--- config.mk ---
export PLATFORM = sky130hd
export DESIGN_NAME = interboard_tx
export DESIGN_NICKNAME = d
export VERILOG_FILES = /design/src/rtl/interboard_tx.sv
export SDC_FILE = /design/constraint.sdc
export NUM_CORES = 1
export LEC_CHECK = 0
export CAP_MARGIN = 5
export CORE_MARGIN = 5
export CORE_UTILIZATION = 30
export DETAILED_ROUTE_END_ITERATION = 10
export PLACE_DENSITY_LB_ADDON = 0.3
export SYNTH_ARGS = -nofsm -noshare
export SYNTH_HDL_FRONTEND = slang
export SYNTH_SLANG_ARGS = --single-unit
--- constraint.sdc ---
create_clock -name clk -period 2.18 [get_ports clk]
set_input_delay 0.327 -clock clk [delete_from_list [all_inputs] [get_ports clk]]
set_output_delay 0.327 -clock clk [all_outputs]
set_load 0.02 [all_outputs]
--- src/rtl/interboard_tx.sv ---
// interboard_tx: serializes controller messages into 8-bit frames (MSB first)
// and sends them to the peer board over a 3-wire data/req/ack link, one
// 4-phase handshake per bit, with a per-edge ack timeout and overflow flag.
module interboard_tx #(
    parameter int SETUP_CYCLES   = 4,
    parameter int TIMEOUT_CYCLES = 1000000
) (
    input  logic       clk,
    input  logic       rst,
    input  logic       ctrl_en,
    input  logic [2:0] ctrl_msg_type,
    input  logic [4:0] ctrl_number,
    input  logic       inter_ack,
    output logic       inter_req,
    output logic       inter_data,
    output logic       inter_ready,
    output logic       timeout_err,
    output logic       overflow_err
);

    localparam int SU_W = $clog2(SETUP_CYCLES + 1);
    localparam int TO_W = $clog2(TIMEOUT_CYCLES + 1);
    localparam logic [SU_W-1:0] SU_LAST = SU_W'(SETUP_CYCLES - 1);
    localparam logic [TO_W-1:0] TO_LAST = TO_W'(TIMEOUT_CYCLES - 1);

    localparam logic [1:0] S_IDLE  = 2'd0;
    localparam logic [1:0] S_SETUP = 2'd1;
    localparam logic [1:0] S_REQ   = 2'd2;
    localparam logic [1:0] S_REL   = 2'd3;

    logic            ack_meta_q, ack_meta_d;
    logic            ack_s_q, ack_s_d;
    logic [1:0]      state_q, state_d;
    logic [6:0]      shift_q, shift_d;     // bits still to send after inter_data
    logic [2:0]      bit_cnt_q, bit_cnt_d;
    logic [SU_W-1:0] su_cnt_q, su_cnt_d;
    logic [TO_W-1:0] to_cnt_q, to_cnt_d;
    logic            req_q, req_d;
    logic            data_q, data_d;
    logic            ready_q, ready_d;
    logic            terr_q, terr_d;
    logic            oerr_q, oerr_d;
    logic            abort;

    // Next-state logic: ack synchronizer, handshake sequencing, timeout and overflow.
    always_comb begin
        ack_meta_d = inter_ack;
        ack_s_d    = ack_meta_q;
        state_d    = state_q;
        shift_d    = shift_q;
        bit_cnt_d  = bit_cnt_q;
        su_cnt_d   = su_cnt_q;
        to_cnt_d   = to_cnt_q;
        req_d      = req_q;
        data_d     = data_q;
        ready_d    = ready_q;
        terr_d     = 1'b0;
        oerr_d     = oerr_q;
        abort      = 1'b0;

        case (state_q)
            S_IDLE: begin
                if (ctrl_en) begin
                    data_d    = ctrl_msg_type[2];
                    shift_d   = {ctrl_msg_type[1:0], ctrl_number};
                    bit_cnt_d = 3'd0;
                    su_cnt_d  = '0;
                    to_cnt_d  = '0;
                    ready_d   = 1'b0;
                    oerr_d    = 1'b0;
                    state_d   = S_SETUP;
                end
            end
            S_SETUP: begin
                // Setup time first; only after it has elapsed does a stuck-high ack count toward timeout.
                if (su_cnt_q != SU_LAST) begin
                    su_cnt_d = su_cnt_q + 1'b1;
                end else if (!ack_s_q) begin
                    req_d    = 1'b1;
                    to_cnt_d = '0;
                    state_d  = S_REQ;
                end else if (to_cnt_q == TO_LAST) begin
                    abort = 1'b1;
                end else begin
                    to_cnt_d = to_cnt_q + 1'b1;
                end
            end
            S_REQ: begin
                if (ack_s_q) begin
                    req_d    = 1'b0;
                    to_cnt_d = '0;
                    state_d  = S_REL;
                end else if (to_cnt_q == TO_LAST) begin
                    abort = 1'b1;
                end else begin
                    to_cnt_d = to_cnt_q + 1'b1;
                end
            end
            default: begin // S_REL
                if (!ack_s_q) begin
                    to_cnt_d = '0;
                    if (bit_cnt_q == 3'd7) begin
                        ready_d = 1'b1;
                        state_d = S_IDLE;
                    end else begin
                        bit_cnt_d = bit_cnt_q + 3'd1;
                        data_d    = shift_q[6];
                        shift_d   = {shift_q[5:0], 1'b0};
                        su_cnt_d  = '0;
                        state_d   = S_SETUP;
                    end
                end else if (to_cnt_q == TO_LAST) begin
                    abort = 1'b1;
                end else begin
                    to_cnt_d = to_cnt_q + 1'b1;
                end
            end
        endcase

        // Abandoned frame: drop the link back to idle; the message is lost.
        if (abort) begin
            req_d    = 1'b0;
            data_d   = 1'b0;
            ready_d  = 1'b1;
            terr_d   = 1'b1;
            to_cnt_d = '0;
            state_d  = S_IDLE;
        end

        // A request while busy (including on the expiry edge) is dropped and flagged.
        if (ctrl_en && (state_q != S_IDLE)) begin
            oerr_d = 1'b1;
        end
    end

    // State registers; reset aborts any frame in flight.
    always_ff @(posedge clk) begin
        if (rst) begin
            ack_meta_q <= 1'b0;
            ack_s_q    <= 1'b0;
            state_q    <= S_IDLE;
            shift_q    <= '0;
            bit_cnt_q  <= 3'd0;
            su_cnt_q   <= '0;
            to_cnt_q   <= '0;
            req_q      <= 1'b0;
            data_q     <= 1'b0;
            ready_q    <= 1'b1;
            terr_q     <= 1'b0;
            oerr_q     <= 1'b0;
        end else begin
            ack_meta_q <= ack_meta_d;
            ack_s_q    <= ack_s_d;
            state_q    <= state_d;
            shift_q    <= shift_d;
            bit_cnt_q  <= bit_cnt_d;
            su_cnt_q   <= su_cnt_d;
            to_cnt_q   <= to_cnt_d;
            req_q      <= req_d;
            data_q     <= data_d;
            ready_q    <= ready_d;
            terr_q     <= terr_d;
            oerr_q     <= oerr_d;
        end
    end

    assign inter_req    = req_q;
    assign inter_data   = data_q;
    assign inter_ready  = ready_q;
    assign timeout_err  = terr_q;
    assign overflow_err = oerr_q;

endmodule

==> flow_summary_export.csv <==
group,metric,value,unit
cells_and_area,antenna_cells,0,
clocking,cts_inserted_buffers,5,
yosys,netlist.area_leader.share,39.5,%
yosys,seq_area_frac_synth,39.5,%
yosys,synth_area,2130,sq um
floorplanning,initial_utilization,31.1,%
sta,fin_skew,0.00347,ns
floorplanning,die_area,8870,sq um
floorplanning,ios,17,
worst_setup_path,cp.required,2.37,ns
worst_setup_path,start_kind,"flop",
drt,wl_per_cell,12.5,microns
clocking,cts_root_buffer,"clkbuf_8",
sta,slew_headroom,64.8,%
sta,setup_viol,0,
clocking,path_clk_slew,0.08,ns
sta,hold_viol,0,
placed_design,placed_cells,363,
clocking,clk_latency,0.29,ns
cells_and_area,fin_cells,370,
drt,drtIter0Drc,98,
drt,ant_nets,0,
drt,via_per_inst,5.02,
yosys,synthesis.nets,266,
sta,max_freq,0.487,GHz
yosys,synthArstFlopShare,0,%
sta,tightestPinTransition,0.523,ns
min_path,hold_class,"reg2reg",
yosys,synth_edf_count,0,
grt,overflow,0,
clocking,cts-htree-levels,2,
yosys,ys_warn_count,0,
yosys,synthTopCellsByCount,"42 x dfxtp_1, 27 x nor2_1, 19 x a21oi_1, 15 x o21ai_0, 11 x mux2i_1",
drt,totalWireLength,4610,microns
drt,drcViolationCount,0,
yosys,ys_seq_elements,42,
drt,vias,1856,
yosys,synth_cells,245,
cells_and_area,final_nets,295,
clocking,tritoncts,"done",
yosys,synth_area_per_cell,8.68,sq um
floorplanning,core_area,6830,sq um
yosys,synth.distinct_cells,50,
yosys,yosysMostFrequentCell,"dfxtp_1",
status,status,"finished, final reports clean",
placed_design,place_congestion,0.783,
cells_and_area,drive_gt1_share,12.0,%
power_and_ir_drop,p_per_area,1160,nW/um^2
power_and_ir_drop,irDropWorstVdd,0.424,mV
yosys,synthTopCellsByArea,"dfxtp_1 40%, ha_1 5.3%, mux2i_1 5.2%",
run,maxCapViolations,0,
grt,grt_pass1_wl,8200,microns
placed_design,port_buffers,16,
cells_and_area,syn_to_final_growth,21.8,%
grt,antenna_found_initial,0,
drt,dr.pass1.iters,4,
worst_setup_path,arrival,2.24,ns
power_and_ir_drop,p_leak,0.000951,uW
yosys,yosysTopAreaCell,"dfxtp_1",
worst_setup_path,critPathKind,"reg2reg",
grt,grt_max_degree,18,
sta,drv_slew,0,
floorplanning,die_width,94.2,microns
cells_and_area,fillCellCount,739,
clocking,clock_path_buffers,2,
worst_setup_path,critPathCaptureType,"flop",
clocking,tritoncts_num_sinks,42,
grt,grtUsageTotal,11.4,%
yosys,synthFlopType,"dfxtp_1",
floorplanning,die_y,94.2,microns
sta,period_minus_slack,2.05,ns
cells_and_area,fin_util,37.9,%
grt,grt_pass1_vias,1798,
floorplanning,rows,30,
sta,min_period_over_period,94.2,%
sta,rsz0062_at_grt,"yes",
placed_design,dp_hpwl,3300,microns
worst_setup_path,worstPathMaxFanout,5,
clocking,cts_setup_buffers,0,
[through the flow]
stage	total power, uW	TNS [ns]	setup slack (ns)	hold WS, ns	instance area [sq um]
global placement	2350	0	0.159	0.423	2470
floorplan	1980	0	0.0840	0.414	2130
finish	3000	0	0.127	0.455	2590
detailed placement	2380	0	0.144	0.434	2470
global route	3280	-0.0215	-0.0173	0.492	2590
CTS	3020	0	0.123	0.454	2590
[power by group]
| part | internal [uW] | total [uW] | leakage (uW) | switching, uW |
|---|---|---|---|---|
| Combinational | 611 | 1410 | 0.000552 | 803 |
| Sequential | 885 | 959 | 0.000342 | 73.5 |
| Clock | 366 | 629 | 0.0000573 | 263 |
| Total | 1860 | 3000 | 0.000951 | 1140 |
[placed cells by master (no fill, tap or decap), types with 4 or more instances in the layout]
master,netlist,routed
nor3_1,9,9
or3_1,6,6
dfxtp_1,42,41
nor2_1,27,27
ha_1,9,9
clkbuf_8,0,6
nand4_1,4,4
o21ai_0,15,15
clkdlybuf4s50_1,0,16
nand2_1,9,9
buf_4,2,15
a22oi_1,5,5
nor2b_1,8,8
a21oi_1,19,19
a211oi_1,8,8
nand3_1,9,9
mux2i_1,11,11
inv_1,8,8
[registers in the layout, summed over array words and instances (netlist names)]
name and count:
inter_req 1, shift_q 7, inter_ready 1, inter_data 1, ack_s_q 1, su_cnt_q 3
ack_meta_q 1, bit_cnt_q 3, state_q 2, timeout_err 1, to_cnt_q 20, overflow_err 1
[logic make-up after synthesis]
group	after synthesis	synth area share (%)
and+or+nand+nor	93	23.1
adders and majority gates	9	5.29
muxes	11	5.18
buffers and inverters	18	3.94
AOI/OAI and AO/OA	67	20.9
DFF	42	39.5
xor gates and xnor gates	5	2.06
[final cells by class]
| type | instances | area [sq um] | area share, % |
|---|---|---|---|
| clock inverter | 1 | 30.0 | 1.16 |
| clock buffer | 6 | 82.6 | 3.19 |
| timing repair buffer | 32 | 284 | 11.0 |
| sequential | 42 | 842 | 32.5 |
| tap | 96 | 120 | 4.64 |
| multi-input combinational | 185 | 1200 | 46.4 |
| inverter | 8 | 30.0 | 1.16 |
[layer usage]
metal	up-vias	GRT usage, %	share of wire (%)
met3	7	2.32	2.3
met4	0	4.33	1.7
met5	-	0	0
met1	876	15.3	52
li1	955	-	-
met2	18	18.0	44
[worst paths after layout]
check,from,cells after the start,endpoint,slack [ns]
worst max-delay path,to_cnt_q[10],6,to_cnt_q[2],0.13
worst min-delay path,ack_meta_q,1,ack_s_q,0.45
worst max register to register,to_cnt_q[10],6,to_cnt_q[2],0.13
worst min register to register,ack_meta_q,1,ack_s_q,0.45
[critical path, stage by stage (launching register included)]
cell and delay, ns:
dfxtp_1 0.35, or4_1 0.53, or4_4 0.48, o211ai_1 0.25, buf_4 0.16, xor2_1 0.14, nor2_1 0.05
[repair_timing]
item	in CTS	in global routing
hold endpoints to repair	0	0
setup endpoints to repair	0	6
resized for setup	0	2
hold buffers	0	0
Note: power is estimated with default switching activity, not from simulation.
